**config.mk**
```make
export PLATFORM = sky130hd
export DESIGN_NAME = lfsr_prbs_check
export DESIGN_NICKNAME = d
export VERILOG_FILES = /design/src/rtl/lfsr_prbs_check.sv
export SDC_FILE = /design/constraint.sdc
export NUM_CORES = 1
export LEC_CHECK = 0
export ABC_AREA = 1
export CORE_MARGIN = 5
export CORE_UTILIZATION = 45
export CTS_CLUSTER_DIAMETER = 100
export DETAILED_ROUTE_END_ITERATION = 8
export HOLD_SLACK_MARGIN = 0.06
export MAX_ROUTING_LAYER = met4
export PLACE_DENSITY = 0.69
export SLEW_MARGIN = 20
export SYNTH_ARGS = -nofsm -noshare
export SYNTH_HDL_FRONTEND = slang
export SYNTH_SLANG_ARGS = --single-unit
```
**constraint.sdc**
```tcl
create_clock -name clk -period 7.66 [get_ports clk]
set_clock_uncertainty 0.2 [all_clocks]
set_input_delay 1.532 -clock clk [delete_from_list [all_inputs] [get_ports clk]]
set_output_delay 1.532 -clock clk [all_outputs]
set_load 0.01 [all_outputs]
```
**src/rtl/lfsr_prbs_check.sv**
```systemverilog
// Receive-side PRBS checker: self-synchronises to a parallel PRBS word stream,
// then free-runs a local reference and counts bit errors.
module lfsr_prbs_check #(
  parameter int                    LFSR_WIDTH    = 31,
  parameter logic [LFSR_WIDTH-1:0] LFSR_POLY     = 31'h10000001,
  parameter bit                    REVERSE       = 1'b0,
  parameter int                    DATA_WIDTH    = 8,
  parameter int                    LOCK_COUNT    = 16,
  parameter int                    UNLOCK_COUNT  = 4,
  parameter int                    ERR_CNT_WIDTH = 32
) (
  input  logic                     clk,
  input  logic                     rst_n,
  input  logic [DATA_WIDTH-1:0]    data_in,
  input  logic                     data_in_valid,
  input  logic                     clear_count,
  output logic                     locked,
  output logic                     error,
  output logic [ERR_CNT_WIDTH-1:0] error_count,
  output logic                     lock_lost
);

  // state  | meaning
  // FILL   | loading received bits into the history register
  // HUNT   | history tracks received bits; counting consecutive clean words
  // LOCKED | history free-runs on predicted bits; bit errors are counted
  typedef enum logic [1:0] {ST_FILL, ST_HUNT, ST_LOCKED} state_e;

  localparam int NERR_W = $clog2(DATA_WIDTH + 1);
  localparam int FILL_W = $clog2(LFSR_WIDTH + DATA_WIDTH + 1);
  localparam int GOOD_W = $clog2(LOCK_COUNT + 1);
  localparam int BAD_W  = $clog2(UNLOCK_COUNT + 1);
  localparam int SUM_W  = ((ERR_CNT_WIDTH > NERR_W) ? ERR_CNT_WIDTH : NERR_W) + 1;
  localparam logic [SUM_W-1:0] CNT_MAX = SUM_W'({ERR_CNT_WIDTH{1'b1}});

  // h[j] holds the bit j+1 positions back in time, so tap i maps to h[N-1-i].
  function automatic logic [LFSR_WIDTH-1:0] tap_mask();
    logic [LFSR_WIDTH-1:0] m;
    m = '0;
    for (int j = 0; j < LFSR_WIDTH; j++) m[j] = LFSR_POLY[LFSR_WIDTH-1-j];
    return m;
  endfunction

  localparam logic [LFSR_WIDTH-1:0] POLY_MASK = tap_mask();

  state_e                   state_q, state_d;
  logic [LFSR_WIDTH-1:0]    h_q, h_d;
  logic [FILL_W-1:0]        fill_cnt_q, fill_cnt_d;
  logic [GOOD_W-1:0]        good_cnt_q, good_cnt_d;
  logic [BAD_W-1:0]         bad_cnt_q, bad_cnt_d;
  logic [ERR_CNT_WIDTH-1:0] err_cnt_q, err_cnt_d;
  logic                     locked_q, locked_d;
  logic                     error_q, error_d;
  logic                     lock_lost_q, lock_lost_d;

  logic [LFSR_WIDTH-1:0]    h_next;
  logic [DATA_WIDTH-1:0]    mism;
  logic [NERR_W-1:0]        nerr;
  logic                     exp_bit;
  logic                     rx_bit;
  logic [SUM_W-1:0]         sum;

  always_comb begin
    h_next  = h_q;
    mism    = '0;
    nerr    = '0;
    exp_bit = 1'b0;
    rx_bit  = 1'b0;
    for (int k = 0; k < DATA_WIDTH; k++) begin
      rx_bit  = REVERSE ? data_in[k] : data_in[DATA_WIDTH-1-k];
      exp_bit = ^(h_next & POLY_MASK);
      mism[k] = rx_bit ^ exp_bit;
      h_next  = {h_next[LFSR_WIDTH-2:0], (state_q == ST_LOCKED) ? exp_bit : rx_bit};
    end
    for (int k = 0; k < DATA_WIDTH; k++) nerr = nerr + NERR_W'(mism[k]);
  end

  always_comb begin
    state_d     = state_q;
    h_d         = h_q;
    fill_cnt_d  = fill_cnt_q;
    good_cnt_d  = good_cnt_q;
    bad_cnt_d   = bad_cnt_q;
    lock_lost_d = 1'b0;
    error_d     = 1'b0;
    sum         = '0;
    err_cnt_d   = clear_count ? '0 : err_cnt_q;
    if (data_in_valid) begin
      h_d = h_next;
      case (state_q)
        ST_FILL: begin
          fill_cnt_d = fill_cnt_q + FILL_W'(DATA_WIDTH);
          if (fill_cnt_d >= FILL_W'(LFSR_WIDTH)) begin
            state_d    = ST_HUNT;
            good_cnt_d = '0;
          end
        end
        ST_HUNT: begin
          // an all-zero history predicts all zeros, so it can never prove lock
          if (nerr == '0 && h_q != '0) good_cnt_d = good_cnt_q + GOOD_W'(1);
          else                         good_cnt_d = '0;
          if (good_cnt_d == GOOD_W'(LOCK_COUNT)) begin
            state_d   = ST_LOCKED;
            bad_cnt_d = '0;
          end
        end
        ST_LOCKED: begin
          sum       = SUM_W'(err_cnt_d) + SUM_W'(nerr);
          err_cnt_d = (sum > CNT_MAX) ? '1 : sum[ERR_CNT_WIDTH-1:0];
          error_d   = (nerr != '0);
          bad_cnt_d = (nerr != '0) ? bad_cnt_q + BAD_W'(1) : '0;
          if (bad_cnt_d == BAD_W'(UNLOCK_COUNT)) begin
            state_d     = ST_FILL;
            fill_cnt_d  = '0;
            lock_lost_d = 1'b1;
          end
        end
        default: begin
          state_d    = ST_FILL;
          fill_cnt_d = '0;
        end
      endcase
    end
    locked_d = (state_d == ST_LOCKED);
  end

  always_ff @(posedge clk) begin
    if (!rst_n) begin
      state_q     <= ST_FILL;
      h_q         <= '0;
      fill_cnt_q  <= '0;
      good_cnt_q  <= '0;
      bad_cnt_q   <= '0;
      err_cnt_q   <= '0;
      locked_q    <= 1'b0;
      error_q     <= 1'b0;
      lock_lost_q <= 1'b0;
    end else begin
      state_q     <= state_d;
      h_q         <= h_d;
      fill_cnt_q  <= fill_cnt_d;
      good_cnt_q  <= good_cnt_d;
      bad_cnt_q   <= bad_cnt_d;
      err_cnt_q   <= err_cnt_d;
      locked_q    <= locked_d;
      error_q     <= error_d;
      lock_lost_q <= lock_lost_d;
    end
  end

  assign locked      = locked_q;
  assign error       = error_q;
  assign error_count = err_cnt_q;
  assign lock_lost   = lock_lost_q;

endmodule

```
Word-level counts from Yosys, hierarchy flattened. Cells that the tools add are included.

Add/sub/neg operators: 11. Magnitude comparators: 2. Equal/unequal tests: 8. Mux-type cells: 28. Bitwise gates (word level): 9. Reductions and logical operators: 19.

Operator list (number): XOR reduction 31 bit (8); 2-to-1 mux 32 bit (4); adder 32 x 4 -> 33 bit (1); > comparator 33 x 32 -> 1 bit, second input constant (1); nonzero test 31 bit (1); 2-to-1 mux 5 bit (4); one-hot mux 6 bit (3 select lines) (1); adder 4 x 1 -> 4 bit (4); AND reduction 3 bit (4); one-hot mux 5 bit (2 select lines) (1); 2-to-1 mux 1 bit (9); 2-to-1 mux 2 bit (4); bitwise XOR 1 bit (8); adder 6 x 4 -> 6 bit, second input constant (1); greater-or-equal comparator 6 x 5 -> 1 bit, second input constant (1); 2-to-1 mux 3 bit (2); 2-to-1 mux 6 bit (1); one-hot mux 2 bit (3 select lines) (1); one-hot mux 3 bit (2 select lines) (1); adder 5 x 1 -> 5 bit, second input constant (1); == test 5 bit, second input constant (1); adder 3 x 1 -> 4 bit (1); == test 2 bit, second input constant (2); logical NOT 4 bit (1); other kinds (12) (14).

Register bits after elaboration: 82. Bits of input ports: 12. Output and inout bits: 35. Word-level logic and storage cells: 86.

Longest topological paths before layout.
Word-level depth: 19. Gate-level depth with buffers: 33. Depth with buffers taken out: 33.

Worst setup path after synthesis. No wires, ideal clock.

Path type: input-to-reg. Start point: in data_in[7]. End point: reg err_cnt_q[15] (netlist: error_count[15]). Setup time: 0.056 ns. Arrival: 5.988 ns. Data required time: 7.404 ns. Setup slack: 1.416 ns. Stages on the path: 28. Buffers on the path: 0. Path through: inv_1 o21ai_0 nand2_1 nand2_1 xnor2_1 fa_1 inv_1 fa_1 inv_1 fa_1 inv_1 ha_1 inv_1 fa_1 fa_1 inv_1 nand2_1 a21oi_2 nand2_1 nor2_1 nand2_2 nor2_4 nand4_2 o21ai_4 inv_2 nand2_1 nand2_1 inv_1.

Word-level cells in the longest chain between the ends: 13. Elaborated cells on any way between the ends: 19.

Ends and longest elaborated chain: from (decl) (RTL line 14) `input logic [DATA_WIDTH-1:0] data_in,`; bitwise XOR 1 bit / 2-to-1 mux 1 bit (equally long branches) (RTL line 72, 73); adder 1 x 1 -> 2 bit / XOR reduction 31 bit (equally long branches) (RTL line 75, 71); adder 2 x 1 -> 3 bit / bitwise XOR 1 bit (equally long branches) (RTL line 75, 72); adder 3 x 1 -> 4 bit (RTL line 75) `for (int k = 0; k < DATA_WIDTH; k++) nerr = nerr + NERR_W'(mism[k]);`; adder 4 x 1 -> 4 bit (2 in series) (RTL line 75); adder 4 x 1 -> 4 bit * (2 in series) (RTL line 75); adder 32 x 4 -> 33 bit * (RTL line 108) `sum = SUM_W'(err_cnt_d) + SUM_W'(nerr);`; > comparator 33 x 32 -> 1 bit (RTL line 109) `err_cnt_d = (sum > CNT_MAX) ? '1 : sum[ERR_CNT_WIDTH-1:0];`; 2-to-1 mux 32 bit * (RTL line 109); 2-to-1 mux 32 bit * (RTL line 90) `case (state_q)`; 2-to-1 mux 32 bit * (RTL line 88) `if (data_in_valid) begin`; to (signal assigned) (RTL line 144) `err_cnt_q <= err_cnt_d;`; to (decl) (RTL line 51) `logic [ERR_CNT_WIDTH-1:0] err_cnt_q, err_cnt_d;`.

Mark *: on every way between the ends. The rest lies on a longest branch, timed or not. A chain may end at the register's enable or synchronous reset.

Worst setup path after layout.
Start point: in data_in[7]. End point: reg err_cnt_q[4] (netlist: error_count[4]).

Same word-level chain as after synthesis.

==> results summary <==
The run finished with clean final reports. The die width came out at between 100 and 150 µm. For this run, the total global-route usage over all layers was measured as about a fifth. The net count of the mapped netlist came out at approximately 760. The routed length per placed instance came out at around 14 µm. The number of standard cells in the final layout excluding fillers came out at a little over 900.

The number of filler cells placed in the layout is around 1100. In this run the remaining antenna-violating nets after routing total 0. The largest fanout of any net on the critical path is 10.

The tool flagged a number of max-cap violations equal to 0. The synthesized netlist devotes 15.3% of its cell area to compound gates. The flop-to-flop setup slack is approximately 1600 ps. The number of antenna diodes in the final layout is 0. After synthesis the cells add up to slightly below 0.005 mm². For the worst-skew pair, the clock arrives at the later sink with an insertion delay of 360 ps. The ratio of final minimum period to clock period came out at 89.4%. The initial utilization of the core area, before any placement, comes to 45.8%. Synthesis handed over a netlist of about 730 instances.

The fraction of synthesized cell area in xor and xnor cells came out at 7.06%. The endpoint class of the critical path is a register. The count of flip-flops with a built-in enable after synthesis came out at 0.

The tree is rooted in a sky130_fd_sc_hd__clkbuf_8. The total leakage power came out at 2.53 nW. The post-detailed-placement half-perimeter wirelength came out at roughly 9300 µm.

Setup repair after global routing left no endpoint under its margin. In this run the core area contains 38 standard-cell rows. The number of distinct standard cells referenced by the synthesized netlist is between 40 and 50. The slew of the pin with the lowest slew margin came out at around 1000 ps. The weighted congestion at the end of routability-driven global placement came out at between 0.9 and 1.

The average footprint of a synthesized cell came out at 6.81 µm². During placement, the flow inserted port buffers numbering 46. The number of setup buffers added after CTS came out at 0.

The number of clock buffers added by TritonCTS is 9. Setup violations remaining at the end of the flow were counted as 0. The number of failing hold endpoints at the final stage is 0. The data required time at the worst endpoint is about 8000 ps. The number of placed instances with taps included is roughly 890. Adding up every negative setup slack in the final design gives 0 ps. The headroom to the max-slew limit is a little over a third. Dividing total power by cell area gives a power density of roughly 180 mW/mm². The share of synthesized area occupied by flip-flops and latches came out at between 30% and 40%. The fraction of final layout cells with drive strength greater than 1 is a little under 9%. The die footprint came out at about 0.013 mm².

The min-delay analysis places its worst path in the category reg -> reg. After detailed routing, the number of vias per cell comes to 5.20. Of the total synthesized cell area, the portion taken by AND, OR, NAND and NOR gates is between 20% and 30%. The first detailed-routing pass took 5 iterations.

In this run the vertical extent of the chip is between 100 and 150 µm. Counting along the longest clock path gives a buffer depth of 2. Data on the critical path arrives at its endpoint at ~7000 ps. The placeable core region came out at between 0.01 and 0.015 mm². The largest net degree at the start of global routing is 59.

The overall power of the completed layout is between 1 and 1.5 mW. The area taken by flip-flops and latches came out at 0.00158 mm². After synthesis, the largest family of logic cells by area is simple AND/OR/NAND/NOR gates. For this run, the number of Yosys warnings is 0.

The slowest stage of the critical path is the sky130_fd_sc_hd__fa_1 cell. The via count of the first global-routing pass is 4501. The area growth from synthesis to layout came out at 14.8%. In the synthesized netlist the dominant register cell turns out to be sky130_fd_sc_hd__dfxtp_1.

The minimum clock period after layout is about 6800 ps. The most numerous cell type found on the critical path is sky130_fd_sc_hd__inv_1. The final count of pins violating max slew came to 0. Cells fill a little over half of the core in the end. The flip-flop and latch count after synthesis came out at slightly below 80. In this run the critical register-to-register path is captured at error_count[4].

The routed wire length came out at between 10000 and 15000 µm. The clock sink total is slightly below 80. The critical path ends at error_count[4]. After clock tree synthesis, the flow added hold-fix buffers numbering 0.

The startpoint of the worst hold path is h_q[20]. Clock-pin slew was measured on the worst setup and hold paths at ~100 ps. The final routed DRC violation total is 0.

The synthesized netlist devotes around 4.5% of its cell area to adder and majority cells. The number of vias after detailed routing is between 4000 and 5000. The worst setup path is of the in -> reg kind. The first global-routing pass estimated between 20000 and 25000 µm of wire.

STA classifies the critical path startpoint as a primary input. The top-level port count is 47. TritonCTS built the clock tree. On the worst path, the slowest cell contributes a delay of 530 ps. The pre-CTS worst setup slack is around 440 ps. Across all setup checks in the final design, the least slack found is just over 800 ps. The maximum frequency from static timing analysis is around 0.15 GHz. In the synthesized netlist, mux cells make up 0% of the area. The proportion of synthesized flip-flops having asynchronous set or reset came out at 0%. The initial antenna violation count came out at 0. The critical path starts at data_in[7]. The count of routing violations after the opening detailed-route iteration is about 270. The area of the multi-input gates came out at 0.00278 mm².

The path depth of the worst reg2reg path came out at 31. The post-CTS resize count is 0. The worst register-to-register path begins at state_q[1]. The number of cells traversed by the worst hold path came out at 2.

The net count reported at finish is slightly below 800. The worst supply voltage drop on vdd is 0.105 mV. For this run the aggregate overflow at the end of global routing stands at 0. The number of levels in the clock H-tree is 3.
-- state kept, by name (all words and copies together), names as in the netlist --
register and cells:
bad_cnt_q 3, error 1, error_count 32, fill_cnt_q 3, good_cnt_q 5, h_q 31, lock_lost 1, locked 1
state_q 2
-- worst min path at each step --
stage,slack [ps],endpoint
global placement,250,h_q[16]
CTS,260,h_q[28]
finish,270,h_q[28]
detailed placement,260,h_q[17]
floorplan,240,h_q[16]
global route,270,h_q[28]
-- metrics by stage --
stage,hold WS [ps],instance area [µm²]
after floorplan,241,4960
after CTS,264,5690
after global placement,252,5490
final,272,5690
after detailed placement,264,5490
after global routing,274,5690
-- cell usage in the layout, fill, tap and decap left out, types with 2 or more instances in the layout --
cell type,synthesis,layout
sky130_fd_sc_hd__nand2_1,144,144
sky130_fd_sc_hd__inv_1,118,118
sky130_fd_sc_hd__dfxtp_1,79,79
sky130_fd_sc_hd__nor2_1,69,69
sky130_fd_sc_hd__a21oi_1,63,63
sky130_fd_sc_hd__o21ai_0,48,48
sky130_fd_sc_hd__clkdlybuf4s50_1,0,45
sky130_fd_sc_hd__nand3_1,30,30
sky130_fd_sc_hd__xor2_1,26,26
sky130_fd_sc_hd__nand4_1,18,18
sky130_fd_sc_hd__xnor2_1,14,14
sky130_fd_sc_hd__o21ai_1,10,10
sky130_fd_sc_hd__nand2_2,10,10
sky130_fd_sc_hd__ha_1,10,10
sky130_fd_sc_hd__nor2_2,9,9
sky130_fd_sc_hd__nor3_1,9,9
sky130_fd_sc_hd__clkbuf_8,0,9
sky130_fd_sc_hd__inv_2,5,5
sky130_fd_sc_hd__fa_1,5,5
sky130_fd_sc_hd__buf_4,1,5
sky130_fd_sc_hd__nor2_4,3,3
sky130_fd_sc_hd__nand4_2,3,3
sky130_fd_sc_hd__nor3_2,3,3
sky130_fd_sc_hd__o21bai_1,3,3
sky130_fd_sc_hd__o21a_1,2,2
sky130_fd_sc_hd__a31oi_1,2,2
sky130_fd_sc_hd__a41oi_2,2,2
sky130_fd_sc_hd__o211ai_1,2,2
sky130_fd_sc_hd__inv_6,0,2
-- critical path: cells and delay by family --
kind / cells / cell delay, ps
buffers and inverters: 9 / 980
and+or+nand+nor: 10 / 970
adders and majority gates: 6 / 2700
AOI/OAI and AO/OA: 3 / 680
xor gates and xnor gates: 1 / 90
-- power by group --
group          leakage (nW)  internal (mW)  switching (mW)
clock                 0.102          0.155           0.175
sequential            0.644          0.423         0.00810
combinational          1.78         0.0885           0.153
total                  2.53          0.667           0.336
-- Yosys cell counts (2+ instances only) --
cell type / n / area share [%]
sky130_fd_sc_hd__a21oi_1: 63 / 6.4
sky130_fd_sc_hd__dfxtp_1: 79 / 32
sky130_fd_sc_hd__o211ai_1: 2 / 0.30
sky130_fd_sc_hd__fa_1: 5 / 2.0
sky130_fd_sc_hd__a41oi_2: 2 / 0.66
sky130_fd_sc_hd__o21bai_1: 3 / 0.45
sky130_fd_sc_hd__buf_6: 2 / 0.45
sky130_fd_sc_hd__o21ai_0: 48 / 4.8
sky130_fd_sc_hd__clkbuf_1: 12 / 0.91
sky130_fd_sc_hd__nand2_1: 144 / 11
sky130_fd_sc_hd__buf_2: 7 / 0.71
sky130_fd_sc_hd__nand2_2: 10 / 1.3
sky130_fd_sc_hd__ha_1: 10 / 2.5
sky130_fd_sc_hd__xor2_1: 26 / 4.6
sky130_fd_sc_hd__xnor2_1: 14 / 2.5
sky130_fd_sc_hd__inv_1: 118 / 8.9
sky130_fd_sc_hd__o21ai_1: 10 / 1.0
sky130_fd_sc_hd__nor2_1: 69 / 5.2
sky130_fd_sc_hd__nor2_4: 3 / 0.68
sky130_fd_sc_hd__inv_2: 5 / 0.38
sky130_fd_sc_hd__a31oi_1: 2 / 0.25
sky130_fd_sc_hd__nor3_2: 3 / 0.61
sky130_fd_sc_hd__nor3_1: 9 / 0.91
sky130_fd_sc_hd__nor2_2: 9 / 1.1
sky130_fd_sc_hd__nand3_1: 30 / 3.0
sky130_fd_sc_hd__nand4_1: 18 / 2.3
sky130_fd_sc_hd__o21a_1: 2 / 0.30
sky130_fd_sc_hd__buf_1: 4 / 0.30
sky130_fd_sc_hd__nand4_2: 3 / 0.76
-- cells by family after synthesis --
family                   Yosys count
flip-flops                        79
AND/OR/NAND/NOR                  307
buffers and inverters            150
adder cells (fa/ha/maj)           15
XOR/XNOR                          40
AO/OA/AOI/OAI                    137
-- cell type report --
class,count,share of cell area [%]
inverters,123,8.11
flip-flops and latches,79,27.8
well taps,140,3.08
clock inverters,7,1.41
repair buffers,51,8.66
multi-input cells,499,48.8
clock buffers,9,2.18
-- layer usage --
metal	GRT usage, %	vias to the layer above	wire (µm)
met2	34.4	145	6080
li1	-	2390	-
met1	25.4	2170	5590
met5	-	-	0
met4	6.26	0	173
met3	2.63	14	717
(Power assumes the default switching activity.)
